$ cat src/rtl/regfile_mp.sv
// Parametrised multi-read-port register file. A clear engine zeroes the storage after reset or on
// request, so the storage array itself carries no reset.
module regfile_mp #(
  parameter int XLEN    = 32,
  parameter int NREGS   = 32,
  parameter int AW      = 5,
  parameter int NRD     = 2,
  parameter int ZERO_R0 = 1
) (
  input  logic               iClk,
  input  logic               nRst,
  input  logic               iClear,
  output logic               oBusy,
  input  logic               iWrite,
  input  logic [AW-1:0]      iAddrW,
  input  logic [XLEN-1:0]    iDataW,
  input  logic [NRD*AW-1:0]  iAddrR,
  output logic [NRD*XLEN-1:0] oDataR,
  output logic [0:0]         fsm_state
);

  localparam logic [0:0] IDLE  = 1'b0;
  localparam logic [0:0] CLEAR = 1'b1;

  localparam logic [AW:0]   NREGS_W = (AW+1)'(NREGS);
  localparam logic [AW-1:0] LAST    = AW'(NREGS - 1);

  logic [0:0]      state;
  logic [AW-1:0]   ptr;
  logic [XLEN-1:0] mem [NREGS];
  logic            w_ok;
  logic            w_zero;
  logic            wr_en;

  // Write handshake: iWrite is taken only while oBusy=0; a request seen while busy is dropped,
  // never held or queued, so the requester must retry after oBusy falls.
  assign w_ok   = {1'b0, iAddrW} < NREGS_W;
  assign w_zero = (ZERO_R0 != 0) && (iAddrW == '0);
  assign wr_en  = iWrite && !oBusy && !w_zero && w_ok;

  assign oBusy     = (state == CLEAR);
  assign fsm_state = state;

  always_ff @(posedge iClk) begin
    if (!nRst) begin
      state <= CLEAR;
      ptr   <= '0;
    end else begin
      case (state)
        IDLE: begin
          if (iClear) begin
            state <= CLEAR;
            ptr   <= '0;
          end
        end
        CLEAR: begin
          ptr <= ptr + 1'b1;
          if (ptr == LAST) state <= IDLE;
        end
        default: begin
          state <= CLEAR;
          ptr   <= '0;
        end
      endcase
    end
  end

  // wr_en is never set while clearing, so the two writes cannot collide.
  always_ff @(posedge iClk) begin
    if (state == CLEAR) mem[ptr] <= '0;
    if (wr_en) mem[iAddrW] <= iDataW;
  end

  for (genvar k = 0; k < NRD; k++) begin : g_rd
    logic [AW-1:0] ra;
    logic          r_zero;
    logic          r_ok;
    assign ra     = iAddrR[k*AW +: AW];
    assign r_zero = (ZERO_R0 != 0) && (ra == '0);
    assign r_ok   = {1'b0, ra} < NREGS_W;
    assign oDataR[k*XLEN +: XLEN] =
        oBusy                      ? '0 :
        r_zero                     ? '0 :
        !r_ok                      ? '0 :
        (wr_en && (iAddrW == ra))  ? iDataW :
                                     mem[ra];
  end

endmodule

$ cat config.mk
export PLATFORM = sky130hd
export DESIGN_NAME = regfile_mp
export DESIGN_NICKNAME = d
export VERILOG_FILES = /design/src/rtl/regfile_mp.sv
export SDC_FILE = /design/constraint.sdc
export NUM_CORES = 1
export LEC_CHECK = 0
export ABC_CLOCK_PERIOD_IN_PS = 4200
export CAP_MARGIN = 0
export CORE_ASPECT_RATIO = 1.25
export CORE_MARGIN = 2
export CORE_UTILIZATION = 62
export DETAILED_ROUTE_END_ITERATION = 8
export PLACE_DENSITY = 0.85
export SLEW_MARGIN = 5
export SYNTH_ARGS = -nofsm -noshare
export SYNTH_HDL_FRONTEND = slang
export SYNTH_SLANG_ARGS = --single-unit
$ cat constraint.sdc
create_clock -name iClk -period 4.2 [get_ports iClk]
set_clock_uncertainty 0.1 [all_clocks]
set_input_delay 0.63 -clock iClk [delete_from_list [all_inputs] [get_ports iClk]]
set_output_delay 0.63 -clock iClk [all_outputs]
set_load 0.01 [all_outputs]
==> results of run 1 <==
[cell type report]
type                    count  area share (%)
clock inverters            58           0.787
well taps                1044            2.34
diodes                      7          0.0314
repair buffers            374            7.16
flip-flops and latches   1030            55.3
inverters                   5          0.0336
clock buffers             115            4.47
multi-input cells        1221            29.9
[cell families after synthesis]
group | count (synthesis) | synth area share (%)
flip-flops | 1030 | 64.1
multiplexers | 611 | 26.1
AO/OA/AOI/OAI | 340 | 4.95
AND/OR/NAND/NOR | 257 | 2.67
buffers and inverters | 208 | 1.98
XOR/XNOR | 11 | 0.200
adder cells (fa/ha/maj) | 2 | 0.0519
[per-layer routing]
metal | up-vias | global-route usage [%]
met5 | - | 0.298
met4 | 4 | 29.3
met3 | 878 | 11.4
met2 | 3205 | 62.0
met1 | 15200 | 46.3
li1 | 11200 | -
[worst min-delay path by stage]
stage / end / slack [ns] / start
2_1_floorplan: ptr[0] / 0.48 / ptr[0]
3_3_place_gp: ptr[0] / 0.52 / ptr[0]
3_5_place_dp: ptr[0] / 0.55 / ptr[0]
4_1_cts: fsm_state / 0.47 / nRst
5_1_grt: fsm_state / 0.50 / nRst
6_report: fsm_state / 0.49 / nRst
[cells in the final DEF, fill, tap and decap left out, types with 36 or more instances in the layout]
cell	instances
nand2_1	39
edfxtp_1	1024
and2_1	56
mux2i_1	67
buf_12	69
o22ai_1	64
clkdlybuf4s50_1	105
buf_4	189
clkbuf_16	97
nor2_1	67
a21oi_1	36
a211oi_1	63
mux4_2	512
a22oi_1	92
[power by group]
group,internal (uW),switching [uW]
Clock,4590,3780
Sequential,11200,49.2
Combinational,790,1030
[sequential cells by signal (all words and copies together), names as in the netlist]
name	flops
mem	1024
fsm_state	1
ptr	5
[critical path, delay by kind of cell]
| family | cells | cell delay, ns |
|---|---|---|
| buf+inv | 4 | 1.63 |
| simple gates | 3 | 0.77 |
| compound gates | 1 | 0.27 |
| xor+xnor | 1 | 0.16 |
[what timing repair did]
item                       in CTS  in global routing
gates cloned                    0                  0
setup endpoints to repair      35                 60
resized for setup               1                  9
pin swaps                       3                  3
setup buffers                   4                  1
[stage by stage]
step | setup TNS (ns) | area [sq um] | std cells
finish | 0 | 55800 | 3854
global route | -0.171 | 55800 | 3847
CTS | 0 | 55800 | 3846
detailed placement | -2.06 | 52800 | 3669
global placement | -0.914 | 52800 | 3669
floorplan | 0 | 48200 | 2459
==> impl_metrics.env, run 1 <==
export IMPL_maxCapViolCount=0
export IMPL_yosysWarnings=0
export IMPL_rows=114
export IMPL_wl_met1_mm=43.7
export IMPL_final_antenna_net_count=0
export IMPL_clock_path_buffers=3
export IMPL_wl_met3_mm=21.6
export IMPL_cts_tree="yes"
export IMPL_die_w_um=253
export IMPL_netlist_instances=2459
export IMPL_pin_count=117
export IMPL_holdBufCountCts=0
export IMPL_regArea_sq_um=30900
export IMPL_die_area_sq_um=80000
export IMPL_hold_ws_ns=0.489
export IMPL_dp_worst_setup_slack_ns=-0.209
export IMPL_start_kind="input port"
export IMPL_drc=0
export IMPL_critPathArrivalTime_ns=3.46
export IMPL_crit_type="in2out"
export IMPL_vdd_drop_max_v=0.000363
export IMPL_startpoint="iAddrW[4]"
export IMPL_gp_congestion=0.907
export IMPL_syn_area_sq_um=48200
export IMPL_async_flop_share_pct=0
export IMPL_r2r_start="fsm_state"
export IMPL_dp_hpwl_mm=93.0
export IMPL_cp_common_cell="clkdlybuf4s50_1"
export IMPL_cp_slowest_cell="clkdlybuf4s50_1"
export IMPL_slew_headroom_pct=25.6
export IMPL_cp_end_kind="output port"
export IMPL_yosys_cell_count_top_type="edfxtp_1"
export IMPL_cts_inserted_buffers=95
export IMPL_fin_util_pct=72.3
export IMPL_start_util_pct=62.4
export IMPL_syn2layout_area_growth_pct=15.9
export IMPL_power_uw=21500
export IMPL_drive_gt1_share_pct=35.5
export IMPL_synthDominantCellAreaShare_pct=63.8
export IMPL_syn_avg_cell_area_sq_um=19.6
export IMPL_multi_input_area_sq_um=16700
export IMPL_slowest_delay_ns=0.64
export IMPL_synth_seq_area_share_pct=64.1
export IMPL_drt_iter0_drc=4736
export IMPL_port_buffers=116
export IMPL_r2r_cells=5
export IMPL_yosysTopAreaCell="edfxtp_1"
export IMPL_antenna_found_initial=6
export IMPL_gr_usage_all_layers_pct=39.3
export IMPL_synth_distinct_cells=50
export IMPL_ys_flop_type="edfxtp_1"
export IMPL_setup_ws_ns=0.0120
export IMPL_fin_crit_ns=4.19
export IMPL_ys_top_cells_by_count="1,024 x edfxtp_1, 512 x mux4_2, 101 x nor2_1, 93 x clkbuf_1, 92 x a22oi_1"
export IMPL_outcome="complete, no violations"
export IMPL_power_density_nw_per_um2=385
export IMPL_syn_num_nets=2512
export IMPL_wl_met2_mm=74.4
export IMPL_synth_edf_count=1024
export IMPL_h_tree_depth=3
export IMPL_fmax_mhz=239
export IMPL_die_y_um=316
export IMPL_core_area_sq_um=77200
export IMPL_crit_required_ns=3.47
export IMPL_clock_latency_ns=0.66
export IMPL_grt_pass1_vias=31600
export IMPL_hold_path_class="in2reg"
export IMPL_dr_pass1_iters=7
export IMPL_max_slew_worst_pin_slew_ns=1.12
export IMPL_grt_max_degree=56
export IMPL_num_vias=30500
export IMPL_hold_violations=0
export IMPL_r2r_end="mem[27][23]"
export IMPL_wl_per_cell_um=39.8
export IMPL_crit_fanout=18
export IMPL_drt_total_wl_mm=153
export IMPL_cts_sinks=1030
export IMPL_grt_pass1_wl_mm=220
export IMPL_crit_path_cell_trace="clkdlybuf4s50_1 -> buf_4 -> xor2_1 -> nor2_1 -> and3_2 -> or3b_4 -> buf_12 -> o21ai_0 -> clkdlybuf4s50_1"
export IMPL_crit_end="oDataR[40]"
export IMPL_p_leak_uw=0.0191
export IMPL_ys_top_cells_by_area="edfxtp_1 64%, mux4_2 24%, a22oi_1 1.4%"
export IMPL_setup_viol=0
export IMPL_num_fill_cells=4148
export IMPL_path_clk_slew_ns=0.06
export IMPL_ctsRootBufferMaster="clkbuf_16"
export IMPL_ys_ff_latch=1030
export IMPL_dr_max_layer_used="met5"
export IMPL_nNetsFinal=2780
export IMPL_holdPathStages=2
export IMPL_fin_crit_sh_pct=99.7
export IMPL_drv_slew=0
export IMPL_via_per_inst=7.92
export IMPL_grt_remaining_overflow=0
export IMPL_r2r_setup_slack_ns=1.32
(Power assumes the default switching activity.)
==> inputs of run 2 (changes only) <==
CELL_PAD_IN_SITES_DETAIL_PLACEMENT = 1   (was not set)
CELL_PAD_IN_SITES_GLOBAL_PLACEMENT = 1   (was not set)
CORE_UTILIZATION = 55   (was 62)
RECOVER_POWER = 25   (was not set)
==> run 2 against run 1 <==
The flow now finishes with violations (capacitance limit, slew limit, setup timing). Sequential power about the same. Sequential share of layout area decreased by 0.86 points. Final area rose by 1.6%. Register-to-register slack lost 0.44 ns. Total power grew 6.4%. Combinational power increased by 8%. Count of clock-buffer cells in the layout decreased by 3. Global-route usage rose by 2.0 points. Routed wire length increased by 18%. Cell count rose by 3.5%. Clock power is 15% higher.
==> impl_metrics.env, run 2 (synthesis gave the netlist of run 1 again) <==
export IMPL_outcome="finished, violations left"
export IMPL_violations="capacitance limit, slew limit, setup timing"
export IMPL_path_clk_slew_ns=0.07
export IMPL_num_vias=31300
export IMPL_cp_end_kind="output port"
export IMPL_top_register="mem"
export IMPL_critPathArrivalTime_ns=3.50
export IMPL_largest_register_ffs=1024
export IMPL_clock_path_buffers=3
export IMPL_vdd_drop_max_v=0.000400
export IMPL_maxCapViolCount=3
export IMPL_power_density_nw_per_um2=403
export IMPL_fin_crit_ns=4.23
export IMPL_multi_input_area_sq_um=16700
export IMPL_min_to="fsm_state"
export IMPL_r2r_start="fsm_state"
export IMPL_start_util_pct=55.4
export IMPL_min_delay_start="nRst"
export IMPL_drive_gt1_share_pct=35.9
export IMPL_grt_remaining_overflow=0
export IMPL_gr_usage_all_layers_pct=41.3
export IMPL_r2r_setup_slack_ns=0.88
export IMPL_r2r_end="mem[11][15]"
export IMPL_rsz0062_at_grt="false"
export IMPL_crit_path_cell_trace="clkdlybuf4s50_1 -> buf_4 -> xor2_1 -> nor2_1 -> and3_2 -> or3b_4 -> buf_12 -> o21ai_1 -> clkdlybuf4s50_1"
export IMPL_clock_latency_ns=0.69
export IMPL_die_w_um=269
export IMPL_syn2layout_area_growth_pct=17.7
export IMPL_mostFrequentLayoutCell="edfxtp_1"
export IMPL_h_tree_depth=3
export IMPL_fin_util_pct=65.2
export IMPL_wl_per_cell_um=45.5
export IMPL_grt_pass1_vias=33500
export IMPL_final_antenna_net_count=0
export IMPL_cts_tree="yes"
export IMPL_drv_slew=99
export IMPL_drt_total_wl_mm=181
export IMPL_crit_required_ns=3.47
export IMPL_holdBufCountCts=0
export IMPL_final_cells=3988
export IMPL_antenna_found_initial=7
export IMPL_port_buffers=116
export IMPL_crit_fanout=17
export IMPL_hold_path_class="in2reg"
export IMPL_drc=0
export IMPL_num_fill_cells=7112
export IMPL_dp_hpwl_mm=104
export IMPL_ctsRootBufferMaster="clkbuf_16"
export IMPL_slowest_delay_ns=0.64
export IMPL_cts_sinks=1030
export IMPL_nNetsFinal=2790
export IMPL_cp_buffers_inverters=4
export IMPL_die_y_um=335
export IMPL_cts_inserted_buffers=99
export IMPL_max_slew_worst_pin_slew_ns=1.59
export IMPL_regArea_sq_um=30900
export IMPL_hold_violations=0
export IMPL_core_area_sq_um=86900
export IMPL_pin_count=117
export IMPL_rows=121
export IMPL_cp_top_family="buffers and inverters"
export IMPL_crit_type="in2out"
export IMPL_via_per_inst=7.86
export IMPL_r2r_cells=5
export IMPL_holdPathStages=2
export IMPL_place_inst=3803
export IMPL_grt_max_degree=46
export IMPL_setup_viol=7
export IMPL_fin_crit_sh_pct=101
export IMPL_grt_pass1_wl_mm=256
export IMPL_fmax_mhz=236
export IMPL_die_area_sq_um=90000
export IMPL_dr_pass1_iters=7
export IMPL_cp_slowest_cell="clkdlybuf4s50_1"
export IMPL_drt_iter0_drc=5293
export IMPL_slew_headroom_pct=-5.92
export IMPL_power_uw=22900
export IMPL_final_cell_mix="1,024 x edfxtp_1, 512 x mux4_2, 152 x buf_4, 105 x clkdlybuf4s50_1, 99 x clkbuf_16"
export IMPL_cp_common_cell="clkdlybuf4s50_1"
export IMPL_gp_congestion=0.918
export IMPL_start_kind="input port"
export IMPL_p_leak_uw=0.0193
export IMPL_setup_ws_ns=-0.0336
run 2: metrics by stage:
stage / worst slack (ns) / setup TNS, ns / hold slack (ns) / instance area (sq um)
4_1_cts: 0.00613 / 0 / 0.510 / 56700
3_3_place_gp: 0.0860 / 0 / 0.535 / 53400
5_1_grt: 0.0119 / 0 / 0.548 / 56700
2_1_floorplan: 0.556 / 0 / 0.475 / 48200
6_report: -0.0336 / -0.146 / 0.523 / 56700
3_5_place_dp: -0.0292 / -0.0292 / 0.551 / 53400
run 2: worst reg2reg max path, delay by kind of cell (launching register included):
kind,cells,cell delay [ns]
DFF,1,0.32
buffers and inverters,2,1.69
and+or+nand+nor,2,0.51
AOI/OAI and AO/OA,1,0.26
run 2: where the power goes:
| group | switching [uW] | leakage (uW) | total [uW] | internal [uW] |
|---|---|---|---|---|
| logic | 1140 | 0.00724 | 1960 | 827 |
| registers | 57.6 | 0.0105 | 11300 | 11200 |
| clock network | 4270 | 0.00162 | 9610 | 5340 |
| total | 5460 | 0.0193 | 22900 | 17400 |
run 2: worst max path at each step:
stage | depth (start not counted) | end | startpoint
global placement | 9 | oDataR[13] | iAddrR[0]
CTS | 8 | oDataR[6] | iAddrW[0]
finish | 9 | oDataR[36] | iAddrW[1]
floorplan | 6 | mem[20][0] | iAddrW[4]
detailed placement | 8 | oDataR[11] | iAddrW[4]
global route | 9 | oDataR[61] | iAddrW[1]
run 2: repair_timing:
action / 4_1_cts / 5_1_grt
buffers inserted: 1 / 0
endpoints found under the setup margin: 16 / 20
resized for setup: 9 / 10
endpoints found under the hold margin: 0 / 0
pin swaps: 1 / 0
run 2: layout make-up:
type / instances / area share, %
clock buffer: 112 / 4.46
clock inverter: 69 / 1.42
multi-input combinational: 1221 / 29.5
timing repair buffer: 380 / 7.59
sequential: 1030 / 54.4
tap: 1168 / 2.58
inverter: 5 / 0.0331
antenna: 3 / 0.0132
run 2: metal layers:
metal | routed length, um | GRT usage, % | vias to the layer above
met5 | 40 | 0 | -
met4 | 15500 | 28.8 | 6
met3 | 23700 | 11.4 | 907
met2 | 87800 | 65.7 | 3131
met1 | 54500 | 49.0 | 16100
li1 | - | - | 11200
